--- src/rtl/video_timing_out_if.sv ---
// ============================================================================
//  Module      : video_timing_out_if
//  Description : Colour-in / RGB888-plus-sync-out bundle of the video output stage.
//  Revision    : 1.0  initial release
// ============================================================================
`default_nettype none

interface video_timing_out_if;
    logic [15:0] color_wd;
    logic [7:0]  r8;
    logic [7:0]  g8;
    logic [7:0]  b8;
    logic        de;
    logic        hs_o;
    logic        vs_o;
    logic        cs_o;

    modport master (
        input  color_wd,
        output r8, g8, b8, de, hs_o, vs_o, cs_o
    );

    modport slave (
        output color_wd,
        input  r8, g8, b8, de, hs_o, vs_o, cs_o
    );
endinterface

`default_nettype wire

--- src/rtl/video_timing_out.sv ---
// ============================================================================
//  Module      : video_timing_out
//  Description : Pixel-rate raster counters/decodes plus the 1BGR555 -> RGB888
//                output register; optional vblank IRQ via VIDOUT_VBL_IRQ_EN.
//  Revision    : 1.0  initial release
// ============================================================================
`default_nettype none

module video_timing_out #(
    parameter int H_TOTAL    = 384,
    parameter int H_ACTIVE   = 288,
    parameter int H_SYNC_ST  = 312,
    parameter int H_SYNC_LEN = 32,
    parameter int V_TOTAL    = 264,
    parameter int V_ACTIVE   = 224,
    parameter int V_SYNC_ST  = 240,
    parameter int V_SYNC_LEN = 8,
    parameter int PIPE_DLY   = 2
) (
    input  wire logic              clk,
    input  wire logic              rst,
    video_timing_out_if.master     vid,
    output logic [8:0]             hcnt,
    output logic [8:0]             vcnt,
    output logic                   nhbk,
    output logic                   nvbk,
    output logic                   cblk,
    output logic                   nhsy,
    output logic                   nvsy,
    output logic                   nirq,
    input  wire logic              irq_ack
);

    localparam logic [8:0] c_h_last     = 9'(H_TOTAL - 1);
    localparam logic [8:0] c_v_last     = 9'(V_TOTAL - 1);
    localparam logic [8:0] c_h_active   = 9'(H_ACTIVE);
    localparam logic [8:0] c_v_active   = 9'(V_ACTIVE);
    localparam logic [8:0] c_h_sync_st  = 9'(H_SYNC_ST);
    localparam logic [8:0] c_h_sync_end = 9'(H_SYNC_ST + H_SYNC_LEN);
    localparam logic [8:0] c_v_sync_st  = 9'(V_SYNC_ST);
    localparam logic [8:0] c_v_sync_end = 9'(V_SYNC_ST + V_SYNC_LEN);

    logic       w_h_wrap;
    logic [8:0] w_hcnt_nxt;
    logic [8:0] w_vcnt_nxt;
    logic       w_nhbk_nxt;
    logic       w_nvbk_nxt;
    logic       w_nhsy_nxt;
    logic       w_nvsy_nxt;

    // Decodes are taken from the next counter values so that, once registered,
    // they line up with the counter value they describe.
    always_comb begin
        w_h_wrap   = (hcnt == c_h_last);
        w_hcnt_nxt = w_h_wrap ? 9'd0 : hcnt + 9'd1;
        w_vcnt_nxt = vcnt;
        if (w_h_wrap) begin
            w_vcnt_nxt = (vcnt == c_v_last) ? 9'd0 : vcnt + 9'd1;
        end
        w_nhbk_nxt = (w_hcnt_nxt < c_h_active);
        w_nvbk_nxt = (w_vcnt_nxt < c_v_active);
        w_nhsy_nxt = !((w_hcnt_nxt >= c_h_sync_st) && (w_hcnt_nxt < c_h_sync_end));
        w_nvsy_nxt = !((w_vcnt_nxt >= c_v_sync_st) && (w_vcnt_nxt < c_v_sync_end));
    end

    always_ff @(posedge clk or posedge rst) begin
        if (rst) begin
            hcnt <= 9'd0;
            vcnt <= 9'd0;
            nhbk <= 1'b1;
            nvbk <= 1'b1;
            cblk <= 1'b1;
            nhsy <= 1'b1;
            nvsy <= 1'b1;
        end else begin
            hcnt <= w_hcnt_nxt;
            vcnt <= w_vcnt_nxt;
            nhbk <= w_nhbk_nxt;
            nvbk <= w_nvbk_nxt;
            cblk <= w_nhbk_nxt & w_nvbk_nxt;
            nhsy <= w_nhsy_nxt;
            nvsy <= w_nvsy_nxt;
        end
    end

    logic [PIPE_DLY-1:0] r_hs_pipe;
    logic [PIPE_DLY-1:0] r_vs_pipe;
    logic                w_vis;
    logic [4:0]          w_r5;
    logic [4:0]          w_g5;
    logic [4:0]          w_b5;

    assign w_vis = vid.color_wd[15];
    assign w_b5  = vid.color_wd[14:10];
    assign w_g5  = vid.color_wd[9:5];
    assign w_r5  = vid.color_wd[4:0];

    // Sync walks the same number of stages as the mixer so it meets its pixel.
    always_ff @(posedge clk or posedge rst) begin
        if (rst) begin
            r_hs_pipe <= '1;
            r_vs_pipe <= '1;
            vid.r8    <= 8'h00;
            vid.g8    <= 8'h00;
            vid.b8    <= 8'h00;
            vid.de    <= 1'b0;
            vid.hs_o  <= 1'b1;
            vid.vs_o  <= 1'b1;
            vid.cs_o  <= 1'b1;
        end else begin
            r_hs_pipe[0] <= nhsy;
            r_vs_pipe[0] <= nvsy;
            for (int i = 1; i < PIPE_DLY; i++) begin
                r_hs_pipe[i] <= r_hs_pipe[i-1];
                r_vs_pipe[i] <= r_vs_pipe[i-1];
            end
            vid.de   <= w_vis;
            vid.r8   <= w_vis ? {w_r5, w_r5[4:2]} : 8'h00;
            vid.g8   <= w_vis ? {w_g5, w_g5[4:2]} : 8'h00;
            vid.b8   <= w_vis ? {w_b5, w_b5[4:2]} : 8'h00;
            vid.hs_o <= r_hs_pipe[PIPE_DLY-1];
            vid.vs_o <= r_vs_pipe[PIPE_DLY-1];
            vid.cs_o <= r_hs_pipe[PIPE_DLY-1] & r_vs_pipe[PIPE_DLY-1];
        end
    end

`ifdef VIDOUT_VBL_IRQ_EN
    localparam logic [0:0] S_IDLE = 1'b0;
    localparam logic [0:0] S_PEND = 1'b1;

    logic [0:0] r_state;
    logic [0:0] w_state_nxt;
    logic       w_set;

    assign w_set = (vcnt == c_v_active) && (hcnt == 9'd0);

    always_ff @(posedge clk or posedge rst) begin
        if (rst) begin
            r_state <= S_IDLE;
        end else begin
            r_state <= w_state_nxt;
        end
    end

    // A set event outranks a simultaneous acknowledge.
    always_comb begin
        w_state_nxt = r_state;
        case (r_state)
            S_IDLE:  if (w_set) w_state_nxt = S_PEND;
            S_PEND:  if (!w_set && irq_ack) w_state_nxt = S_IDLE;
            default: w_state_nxt = S_IDLE;
        endcase
    end

    always_comb begin
        nirq = 1'b1;
        if (r_state == S_PEND) nirq = 1'b0;
    end
`else
    logic w_unused_irq_ack;
    assign w_unused_irq_ack = irq_ack;
    assign nirq = 1'b1;
`endif

endmodule

`default_nettype wire

--- src/flat_wrapper.sv ---
// flat-port wrapper written by rule: the top's interface ports become plain ports
module video_timing_out_flat 
#(
    parameter int H_TOTAL    = 384,
    parameter int H_ACTIVE   = 288,
    parameter int H_SYNC_ST  = 312,
    parameter int H_SYNC_LEN = 32,
    parameter int V_TOTAL    = 264,
    parameter int V_ACTIVE   = 224,
    parameter int V_SYNC_ST  = 240,
    parameter int V_SYNC_LEN = 8,
    parameter int PIPE_DLY   = 2
)
  (clk, rst, hcnt, vcnt, nhbk, nvbk, cblk, nhsy, nvsy, nirq, irq_ack, vid_color_wd, vid_r8, vid_g8, vid_b8, vid_de, vid_hs_o, vid_vs_o, vid_cs_o);
  video_timing_out_if vid_i ();
  input  wire logic clk;
  input  wire logic rst;
  output logic [8:0] hcnt;
  output logic [8:0] vcnt;
  output logic nhbk;
  output logic nvbk;
  output logic cblk;
  output logic nhsy;
  output logic nvsy;
  output logic nirq;
  input  wire logic irq_ack;
  input wire logic [$bits(vid_i.color_wd)-1:0] vid_color_wd;
  output wire logic [$bits(vid_i.r8)-1:0] vid_r8;
  output wire logic [$bits(vid_i.g8)-1:0] vid_g8;
  output wire logic [$bits(vid_i.b8)-1:0] vid_b8;
  output wire logic [$bits(vid_i.de)-1:0] vid_de;
  output wire logic [$bits(vid_i.hs_o)-1:0] vid_hs_o;
  output wire logic [$bits(vid_i.vs_o)-1:0] vid_vs_o;
  output wire logic [$bits(vid_i.cs_o)-1:0] vid_cs_o;
  assign vid_i.color_wd = vid_color_wd;
  assign vid_r8 = vid_i.r8;
  assign vid_g8 = vid_i.g8;
  assign vid_b8 = vid_i.b8;
  assign vid_de = vid_i.de;
  assign vid_hs_o = vid_i.hs_o;
  assign vid_vs_o = vid_i.vs_o;
  assign vid_cs_o = vid_i.cs_o;
  video_timing_out #(.H_TOTAL(H_TOTAL), .H_ACTIVE(H_ACTIVE), .H_SYNC_ST(H_SYNC_ST), .H_SYNC_LEN(H_SYNC_LEN), .V_TOTAL(V_TOTAL), .V_ACTIVE(V_ACTIVE), .V_SYNC_ST(V_SYNC_ST), .V_SYNC_LEN(V_SYNC_LEN), .PIPE_DLY(PIPE_DLY)) u_core (.clk(clk), .rst(rst), .vid(vid_i), .hcnt(hcnt), .vcnt(vcnt), .nhbk(nhbk), .nvbk(nvbk), .cblk(cblk), .nhsy(nhsy), .nvsy(nvsy), .nirq(nirq), .irq_ack(irq_ack));
endmodule
--- config.mk ---
export PLATFORM = sky130hd
export DESIGN_NAME = video_timing_out_flat
export DESIGN_NICKNAME = d
export VERILOG_FILES = /design/src/rtl/video_timing_out_if.sv /design/src/rtl/video_timing_out.sv /design/src/flat_wrapper.sv
export SDC_FILE = /design/constraint.sdc
export NUM_CORES = 1
export LEC_CHECK = 0
export ABC_AREA = 1
export CORE_MARGIN = 2
export CORE_UTILIZATION = 48
export CTS_CLUSTER_DIAMETER = 30
export DETAILED_ROUTE_END_ITERATION = 10
export GPL_ROUTABILITY_DRIVEN = 0
export PLACE_DENSITY_LB_ADDON = 0.15
export SLEW_MARGIN = 20
export SYNTH_ARGS = -nofsm -noshare
export SYNTH_HDL_FRONTEND = slang
export SYNTH_SLANG_ARGS = --single-unit
--- constraint.sdc ---
create_clock -name clk -period 4.4 [get_ports clk]
set_clock_uncertainty 0.15 [all_clocks]
set_input_delay 0.66 -clock clk [delete_from_list [all_inputs] [get_ports clk]]
set_output_delay 0.66 -clock clk [all_outputs]
set_load 0.03 [all_outputs]
Word level (Yosys, flattened, before mapping)
Cells that the tools add are included.
- add/subtract/negate cells: 2
- order comparisons: 6
- eq/ne operators: 2
- mux-type cells: 6
- bitwise gates (word level): 2
- reductions and logical operators: 4
- operators by type and width (operator ; count):
    9-bit two-way mux ; 3
    8-bit two-way mux ; 3
    9-bit by 1-bit adder with 9-bit output, second input constant ; 2
    9-bit equality test, second input constant ; 2
    9-bit by 8-bit less-than comparator with 1-bit output, second input constant ; 2
    9-bit less-than comparator, second input constant ; 2
    9-bit by 8-bit >= comparator with 1-bit output, second input constant ; 1
    9-bit >= comparator, second input constant ; 1
    1-bit bitwise AND ; 2
    1-bit logical AND ; 2
    1-bit zero test ; 2
- register bits: 55
- output and inout bits: 52

Logic depth before layout (Yosys ltp)
Gate-level depths: netlist of run 1.
- word-level depth: 6
- mapped depth: 11
- depth with buffers taken out: 11

Worst setup path after synthesis of run 1
No wires, ideal clock.
- path kind: reg2reg
- start point: reg u_core.hcnt[0]
- end point: reg u_core.nvsy
- library setup time: 0.081 ns
- arrival time: 1.552 ns
- required time: 4.169 ns
- slack: 2.617 ns
- stages on the path, launching flop included: 10
- buffers on the path: 1
- period minus slack after synthesis: 1.783 ns
- cells stage by stage: dfrtp_1 -> ha_1 -> nand2_1 -> nor2_2 -> nand3_2 -> buf_6 -> o21ai_2 -> nand2_1 -> nor2_1 -> nand3_2
- cells in the longest elaborated chain, start to end: 5
- elaborated cells between the ends (all ways): 6
- those cells by class: 2 x order compare; 1 x eq/ne; 1 x mux; 2 x reduce/logical
- RTL lines (what ; line ; text):
    from (decl) ; video_timing_out.sv:23 ; output logic [8:0] hcnt,
    from (signal assigned) ; video_timing_out.sv:76 ; hcnt <= w_hcnt_nxt;
    9-bit equality test (*) ; video_timing_out.sv:54 ; w_h_wrap = (hcnt == c_h_last);
    9-bit two-way mux (*) ; video_timing_out.sv:57 ; if (w_h_wrap) begin
    9-bit by 8-bit >= comparator with 1-bit output / 9-bit by 8-bit less-than comparator with 1-bit output (equally long branches) ; video_timing_out.sv:63 ; w_nvsy_nxt = !((w_vcnt_nxt >= c_v_sync_st) && (w_vcnt_nxt < c_v_sync_end));
    1-bit logical AND (*) ; video_timing_out.sv:63 ;
    1-bit zero test (*) ; video_timing_out.sv:63 ;
    net u_core.w_nvsy_nxt ; video_timing_out.sv:49 ; logic w_nvsy_nxt;
    to (signal assigned) ; video_timing_out.sv:82 ; nvsy <= w_nvsy_nxt;
    to (decl) ; video_timing_out.sv:29 ; output logic nvsy,
Mark *: on every way through the listed nets, which the timed path passes. The rest lies on a longest branch.

Final worst setup path of run 1
- start point: reg u_core.nvsy
- end point: out nvsy
- RTL lines (what ; line ; text):
    to (decl) ; flat_wrapper.sv:24 ; output logic nvsy;
No word-level cell between the ends.

==> out/metrics.yaml, run 1 <==
rrSetupSlack_ns: 2.26
clockBufferDepth: 2
dr_wl_met3_um: 233
grt_pass1_wl_um: 6630
holdBufCountCts: 0
ctsResizeCount: 0
io_pins: 71
dp.cells: 325
clk-insertion-delay-late_ns: 0.30
wl_um: 3900
place_area_um2: 2700
power.total_mw: 0.833
clockRootBuffer: "clkbuf_8"
avgSynthCellArea_um2: 9.34
htreeDepth: 2
setup_ws_ns: 2.08
dp_slack_ns: 2.26
setup_tns_ns: 0
antenna_found_initial: 0
ys_ff_latch: 46
instances_no_fill: 333
cts_made_buffers: 5
die_w_um: 69.4
floorplan.initialDensity_pct: 50.7
drv_cap: 0
drtIter0Drc: 73
finalSetupViolCount: 0
syn-instance-count: 220
core_area_um2: 4060
syn_nets: 241
cp_data_required_time_ns: 3.59
tightest_slew_ns: 0.922
fin_area_um2: 2810
grt_usage_pct: 17.3
wl_met1_um: 1660
via_per_inst: 4.56
port_buffers: 68
cp.arrival_ns: 1.51
netlist_area_um2: 2060
clk_pin_slew_ns: 0.09
top_layer_used: "met4"
slowest_stage: "clkdlybuf4s50_1"
rsz0062_at_grt: "no"
critPathCaptureType: "output pin"
cts_tree: "yes"
grt_pass1_vias: 1435
critPathKind: "reg -> out"
yosysSeqAreaShare_pct: 56.7
clock_sinks: 46
fin_nets: 303
worstSetupStartpointType: "flop"
drt-pass1-iter-count: 4
p_leak_nw: 1.37
grt-ovfl-total: 0
row_count: 23
cp_num_buf_inv: 1
vias: 1518
dr_wl_met2_um: 1960
hold_violations: 0
die_y_um: 69.4
min_period_over_period_pct: 52.8
wire_per_inst_um: 11.7
grt_start_max_net_pins: 47
crit_fanout: 2
relSlewSlack_pct: 38.4
crit_family: "buffers and inverters"
crit_chain: "clkdlybuf4s50_1"
ant_nets: 0
min_period_ns: 2.32
drive_gt1_share_pct: 17.7
outcome: "finished, final reports clean"
cts_setup_buffers: 0
power_density_nw_per_um2: 296
ys.warnings.count: 0
synth.distinct_cells: 31
slew_viol_final: 0
fmax_mhz: 431
die_area_um2: 4820
ir_drop_mv: 0.205
area_growth_pct: 36.7
max_stage_delay_ns: 0.67
place_hpwl_um: 2830
hp-class: "reg -> reg"
route.detailed.drc: 0
diodes: 0
where the power goes:
part	leakage, nW	switching (mW)	internal [mW]
combinational	0.748	0.0447	0.0348
clock	0.0585	0.150	0.170
sequential	0.568	0.00299	0.430
cell type report:
cell class / count / area, um^2
clock buffer: 5 / 68.8
timing repair buffer: 68 / 681
tap: 50 / 62.6
sequential: 46 / 1170
fill: 322 / 1250
clock inverter: 3 / 43.8
inverter: 45 / 169
multi-input combinational: 116 / 619
metal layers:
layer,global-route usage [%],vias to the layer above
met5,0,-
met1,21.8,701
li1,-,765
met2,28.4,46
met4,5.23,0
met3,5.96,6
kinds of logic after synthesis:
group | after synthesis | synth area share [%]
compound gates | 13 | 4.32
xor+xnor | 4 | 2.07
fa+ha+maj | 2 | 1.22
buf+inv | 58 | 13.1
flops | 46 | 56.7
other cells | 1 | 0.182
simple gates | 96 | 22.3
per-stage QoR:
| stage | utilization [%] | hold slack [ns] |
|---|---|---|
| after floorplan | - | 0.195 |
| after global placement | 66.5 | 0.197 |
| after detailed placement | 66.5 | 0.201 |
| after CTS | 69.3 | 0.208 |
| after global routing | 69.3 | 0.201 |
| final | 69.3 | 0.209 |
cell usage in the layout, fill, tap and decap left out, types with 2 or more instances in the layout:
| cell | n |
|---|---|
| dfrtp_1 | 34 |
| or2_2 | 3 |
| o21ai_1 | 2 |
| clkdlybuf4s50_1 | 68 |
| o21ai_2 | 4 |
| nand2_2 | 6 |
| o21ai_0 | 3 |
| inv_1 | 40 |
| inv_2 | 4 |
| nor3_1 | 2 |
| dfstp_2 | 12 |
| nor2_1 | 12 |
| nand3_2 | 6 |
| clkbuf_8 | 5 |
| ha_1 | 2 |
| nand3_1 | 10 |
| nand2_1 | 51 |
| nor2_2 | 3 |
| xor2_1 | 2 |
worst paths after layout:
check | from | to | cells past startpoint
min reg2reg | u_core.r_vs_pipe[0] | u_core.r_vs_pipe[1] | 0
max | u_core.nvsy | nvsy | 1
min | u_core.r_vs_pipe[0] | u_core.r_vs_pipe[1] | 0
min in group asynchronous | rst | u_core.vid.b8[5] | 2
max in group asynchronous | rst | u_core.vid.b8[3] | 2
max reg2reg | u_core.hcnt[0] | u_core.cblk | 8
cells in the mapped netlist, drive strengths merged:
| library cell | instances | area [um^2] |
|---|---|---|
| a21oi | 2 | 13.8 |
| buf | 12 | 97.6 |
| clkbuf | 1 | 3.75 |
| clkinv | 1 | 3.75 |
| conb | 1 | 3.75 |
| dfrtp | 34 | 851 |
| dfstp | 12 | 315 |
| ha | 2 | 25.0 |
| inv | 44 | 165 |
| nand2 | 57 | 229 |
| nand3 | 16 | 110 |
| nand4 | 1 | 6.26 |
| nor2 | 16 | 75.1 |
| nor3 | 3 | 20.0 |
| o21a | 1 | 7.51 |
| o21ai | 9 | 60.1 |
| o21bai | 1 | 7.51 |
| or2 | 3 | 18.8 |
| xnor2 | 1 | 8.76 |
| xor2 | 3 | 33.8 |
flip-flops by register name, summed over array words and instances, names as in the netlist, 2 cells and up:
name,cells
u_core.vid.b8,5
u_core.vid.r8,5
u_core.vcnt,9
u_core.r_vs_pipe,2
u_core.r_hs_pipe,2
u_core.vid.g8,5
u_core.hcnt,9
No activity file was read; power rests on OpenSTA's default activity.
==> inputs of run 2 (changes only) <==
--- a/config.mk
+++ b/config.mk
@@ -7,7 +7,7 @@
 export LEC_CHECK = 0
 export ABC_AREA = 1
 export CORE_MARGIN = 2
-export CORE_UTILIZATION = 48
+export CORE_UTILIZATION = 40
 export CTS_CLUSTER_DIAMETER = 30
 export DETAILED_ROUTE_END_ITERATION = 10
 export GPL_ROUTABILITY_DRIVEN = 0
==> constraint.sdc (replaced) <==
create_clock -name clk -period 2.1 [get_ports clk]
set_clock_uncertainty 0.15 [all_clocks]
set_input_delay 0.315 -clock clk [delete_from_list [all_inputs] [get_ports clk]]
set_output_delay 0.315 -clock clk [all_outputs]
set_load 0.03 [all_outputs]
==> run 2 against run 1 <==
- wire length is essentially flat
- combinational power grew 120%
- core utilization shrank 13 points
- register-to-register slack lost 2.0 ns
- critical path type unchanged
- count of clock-buffer cells in the layout grew 1
- via count grew 1.1%
- clock power grew 66%
- setup slack lost 2.0 ns
- global-route usage shrank 2.8 points
- sequential power grew 110%
==> out/metrics.yaml, run 2 (synthesized netlist as in run 1, its figures left out) <==
nFillCells: 487  # +51%
crit_chain: "clkdlybuf4s50_1"
max_stage_delay_ns: 0.72  # +0.05 ns
min_period_over_period_pct: 94.5
power_density_nw_per_um2: 568  # +92%
p_int_mw: 1.21  # +91%
vias: 1535  # +1.1%
worstSetupStartpointType: "flop"
holdBufCountCts: 0  # unchanged
comb_power_share_pct: 10.6  # +1.1 points
route.detailed.drc: 0  # unchanged
die_y_um: 75.7  # +9.0%
wl_met1_um: 1620  # -2.8%
io_pins: 71  # unchanged
grt_pass1_vias: 1322  # -7.9%
ant_nets: 0  # unchanged
drt-pass1-iter-count: 4  # unchanged
clk-insertion-delay-late_ns: 0.30  # about the same
row_count: 26  # +13%
grt_start_max_net_pins: 29  # -38%
critPathCaptureType: "output pin"
ir_drop_mv: 0.334  # +63%
switching_share_pct: 24.7  # +0.95 points
antenna_found_initial: 0  # unchanged
layout_commonest_cell: "clkdlybuf4s50_1"
min_period_ns: 1.98
clock_sinks: 46  # unchanged
cp.arrival_ns: 1.52  # about the same
crit_family: "buffers and inverters"
slew_viol_final: 0  # unchanged
setup_tns_ns: 0  # unchanged
relSlewSlack_pct: 64.1  # +26 points
tightest_slew_ns: 0.537  # -0.386 ns
post-route-util_pct: 56.3  # -13 points
clockBufferDepth: 2  # unchanged
outcome: "finished, final reports clean"
area_growth_pct: 38.0
finalSetupViolCount: 0  # unchanged
multiInputGateArea_um2: 619  # unchanged
cts_tree: "yes"
reg_top3: "u_core.hcnt: 9 flops, u_core.vcnt: 9 flops"
clkPwrFrac_pct: 33.0  # -5.4 points
cts_setup_buffers: 0  # unchanged
hp-class: "in -> async"
drive_gt1_share_pct: 17.9  # +0.23 points
p_leak_nw: 1.37  # about the same
fmax_mhz: 504
via_per_inst: 4.32  # -5.1%
port_buffers: 68  # unchanged
mostFrequentLayoutCells: "clkdlybuf4s50_1, nand2_1, inv_1, dfrtp_1"
floorplan.initialDensity_pct: 40.8  # -9.9 points
die_area_um2: 5730  # +19%
die_w_um: 75.7  # +9.0%
cp_data_required_time_ns: 1.63  # -1.96 ns
wl_um: 3900  # about the same
wire_per_inst_um: 11.0  # -6.2%
place_hpwl_um: 2980  # +5.1%
drv_cap: 0  # unchanged
power.switching_mw: 0.397  # +100%
grt-ovfl-total: 0  # unchanged
critPathKind: "reg -> out"
power_frac_seq_pct: 56.4  # +4.4 points
clockRootBuffer: "clkbuf_8"
grt_usage_pct: 14.5  # -2.8 points
hold_violations: 0  # unchanged
slowest_stage: "clkdlybuf4s50_1"
fin_nets: 305  # +0.66%
dr_wl_met3_um: 212  # -9.0%
rsz0062_at_grt: "no"
seq_area_um2: 1170  # unchanged
clk_pin_slew_ns: 0.08  # about the same
cts_made_buffers: 5  # unchanged
cp_num_buf_inv: 1  # unchanged
htreeDepth: 2  # unchanged
ctsResizeCount: 0  # unchanged
grt_pass1_wl_um: 6050  # -8.7%
core_area_um2: 5040  # +24%
drtIter0Drc: 39  # -47%
top_layer_used: "met4"
dr_wl_met2_um: 2020  # +3.1%
diodes: 0  # unchanged
crit_fanout: 7  # +5
run 2: layer usage:
metal,vias up,global-route usage (%)
met4,0,5.26
met1,723,19.1
met2,35,22.9
met3,6,4.50
li1,771,-
met5,-,0
run 2: layout make-up:
class | count | area share, %
Clock buffer | 6 | 2.56
Clock inverter | 2 | 0.485
Inverter | 45 | 5.96
Multi-Input combinational cell | 116 | 21.8
Sequential cell | 46 | 41.1
Tap cell | 70 | 3.09
Timing Repair Buffer | 70 | 25.0
run 2: worst paths after layout:
check	start	to	slack, ns	depth (start not counted)
max	u_core.vcnt[5]	vcnt[5]	0.12	1
min	rst	u_core.hcnt[8]	0.17	2
max reg2reg	u_core.hcnt[0]	u_core.cblk	0.22	8
min reg2reg	u_core.r_vs_pipe[0]	u_core.r_vs_pipe[1]	0.21	0
max in group asynchronous	rst	u_core.r_vs_pipe[1]	1.07	3
min in group clk	u_core.r_vs_pipe[0]	u_core.r_vs_pipe[1]	0.21	0
run 2: power groups by stage:
stage	clock [mW]	sequential (mW)	combinational, mW
floorplan	0	0.957	0.0604
global placement	0	0.924	0.172
detailed placement	0	0.925	0.174
CTS	0.554	0.908	0.174
global route	0.591	0.911	0.185
finish	0.532	0.908	0.171
run 2: metrics by stage:
step	setup slack [ns]	area, um^2	hold slack [ns]	power, mW	std cells
6_report	0.115	2840	0.171	1.61	355
3_5_place_dp	0.199	2750	0.197	1.10	347
4_1_cts	0.0905	2840	0.176	1.64	355
3_3_place_gp	0.242	2750	0.197	1.10	347
5_1_grt	0.0324	2840	0.191	1.69	355
2_1_floorplan	0.317	2060	0.195	1.02	220
==> inputs of run 3 (changes only) <==
--- a/config.mk
+++ b/config.mk
@@ -6,6 +6,7 @@
 export NUM_CORES = 1
 export LEC_CHECK = 0
 export ABC_AREA = 1
+export CAP_MARGIN = 25
 export CORE_MARGIN = 2
 export CORE_UTILIZATION = 40
 export CTS_CLUSTER_DIAMETER = 30
==> constraint.sdc (replaced) <==
create_clock -name clk -period 1.75 [get_ports clk]
set_clock_uncertainty 0.15 [all_clocks]
set_input_delay 0.2625 -clock clk [delete_from_list [all_inputs] [get_ports clk]]
set_output_delay 0.2625 -clock clk [all_outputs]
set_load 0.03 [all_outputs]
==> run 3 against run 2 <==
- core utilization rose by 2.7 points
- clock power up 19%
- die area stayed put
- first-iteration DRC count up 28%
- sequential share of layout area fell by 1.8 points
- combinational power increased by 14%
- register-to-register slack worse by 0.11 ns
- count of clock-buffer cells in the layout is the same
- sequential power up 20%
- critical path type unchanged
- highest routed layer unchanged
==> out/metrics.yaml, run 3 (synthesized netlist as in run 1, its figures left out) <==
cp_data_required_time_ns: 1.34  # -0.29 ns
critPathKind: "reg -> out"
grt-ovfl-total: 0  # unchanged
clk_pin_slew_ns: 0.08  # about the same
fmax_mhz: 596
crit_chain: "buf_4 > dlygate4sd2_1"
cts_tree: "yes"
drive_gt1_share_pct: 22.9  # +5.0 points
rrSetupSlack_ns: 0.11  # -0.11 ns
drv_cap: 0  # unchanged
holdWs_ns: 0.133  # -0.0381 ns
grt_start_max_net_pins: 32  # +10%
cp.arrival_ns: 1.26  # -0.26 ns
layout_commonest_cell: "nand2_1"
die_y_um: 75.7  # unchanged
reg_top3: "u_core.hcnt: 9 flops, u_core.vcnt: 9 flops"
crit_fanout: 4  # -3
holdBufCountCts: 0  # unchanged
finalSetupViolCount: 0  # unchanged
min_period_over_period_pct: 95.8
io_pins: 71  # unchanged
cts_made_buffers: 5  # unchanged
vias: 1556  # +1.4%
power_density_nw_per_um2: 645  # +14%
drtIter0Drc: 50  # +28%
wl_um: 4030  # +3.3%
slew_viol_final: 0  # unchanged
grt_pass1_wl_um: 6300  # +4.1%
port_buffers: 68  # unchanged
place_hpwl_um: 2900  # -2.7%
ant_nets: 0  # unchanged
cp_num_buf_inv: 2  # +1
antenna_found_initial: 0  # unchanged
clock_sinks: 46  # unchanged
area_growth_pct: 44.5
diodes: 0  # unchanged
row_count: 26  # unchanged
hp-class: "in -> async"
fin_nets: 313  # +2.6%
nFillCells: 474  # -2.7%
slowest_stage: "dfrtp_1"
max_stage_delay_ns: 0.44  # -0.28 ns
timing.rr.end: "u_core.vcnt[3]"
worstSetupStartpointType: "flop"
place_area_um2: 2770  # +0.73%
critPathCaptureType: "output pin"
die_w_um: 75.7  # unchanged
clockBufferDepth: 2  # unchanged
via_per_inst: 4.29  # -0.87%
r2r_start: "u_core.hcnt[0]"
route.detailed.drc: 0  # unchanged
drt-pass1-iter-count: 4  # unchanged
min_period_ns: 1.68
clk-insertion-delay-late_ns: 0.30  # about the same
floorplan.initialDensity_pct: 40.8  # unchanged
grt_usage_pct: 14.8  # +0.27 points
crit_family: "buffers and inverters"
die_area_um2: 5730  # unchanged
mostFrequentLayoutCells: "nand2_1, inv_1, dlygate4sd2_1, dfrtp_1, dlymetal6s2s_1"
grt_pass1_vias: 1374  # +3.9%
ff2ff_path_depth: 8  # unchanged
htreeDepth: 2  # unchanged
p_leak_nw: 1.76  # +28%
core_area_um2: 5040  # unchanged
wire_per_inst_um: 11.1  # +1.1%
power.total_mw: 1.92  # +19%
ir_drop_mv: 0.476  # +43%
clockRootBuffer: "clkbuf_8"
outcome: "finished, final reports clean"
fin_area_um2: 2970  # +4.7%
hold_violations: 0  # unchanged
run 3: worst max-delay path by stage:
stage	end	slack, ns	from	cells after the start
final	vcnt[1]	0.07	u_core.vcnt[1]	2
after global routing	u_core.nvsy	-0.001	u_core.hcnt[0]	9
after CTS	vid_g8[5]	0.0003	u_core.vid.g8[5]	1
after detailed placement	u_core.nvsy	-0.07	u_core.hcnt[0]	9
after global placement	u_core.nvsy	-0.02	u_core.hcnt[0]	9
after floorplan	u_core.nvsy	0.03	u_core.vcnt[1]	10
run 3: metrics by stage:
step                cells  worst slack, ns  utilization, %   TNS, ns
floorplan             220           0.0314               -         0
global route          363         -0.00102            58.9  -0.00102
CTS                   359         0.000264            55.9         0
finish                363           0.0735            58.9         0
detailed placement    351          -0.0726            54.9    -0.221
global placement      351          -0.0214            54.9   -0.0325
run 3: tightest hold or removal path, stage by stage:
cell	delay (ns)
clkdlybuf4s50_1	0.41
inv_2	0.06
buf_4	0.22
run 3: cell type report:
class,instances,area [um^2],share of cell area (%)
clock buffers,6,72.6,2.44
well taps,70,87.6,2.95
repair buffers,78,785,26.4
multi-input cells,116,669,22.5
clock inverters,2,13.8,0.463
inverters,45,174,5.86
flip-flops and latches,46,1170,39.3
run 3: repair_timing:
item / CTS / global route
endpoints found under the hold margin: 0 / 0
pin swaps: 0 / 4
setup endpoints to repair: 40 / 26
gates cloned: 0 / 1
buffers inserted: 0 / 3
resized for setup: 35 / 31
run 3: per-layer routing:
layer  GRT usage, %  vias to the layer above  share of wire (%)
li1               -                      782                  -
met1           19.5                      729                 43
met2           23.3                       37                 51
met3           3.70                        8                4.2
met4           6.43                        0                1.7
met5              0                        -                  0
run 3: report_power, final:
part | internal [mW] | total, mW | leakage [nW] | switching (mW)
combinational | 0.0822 | 0.195 | 1.15 | 0.113
sequential | 1.08 | 1.09 | 0.566 | 0.00643
clock | 0.282 | 0.633 | 0.0452 | 0.351
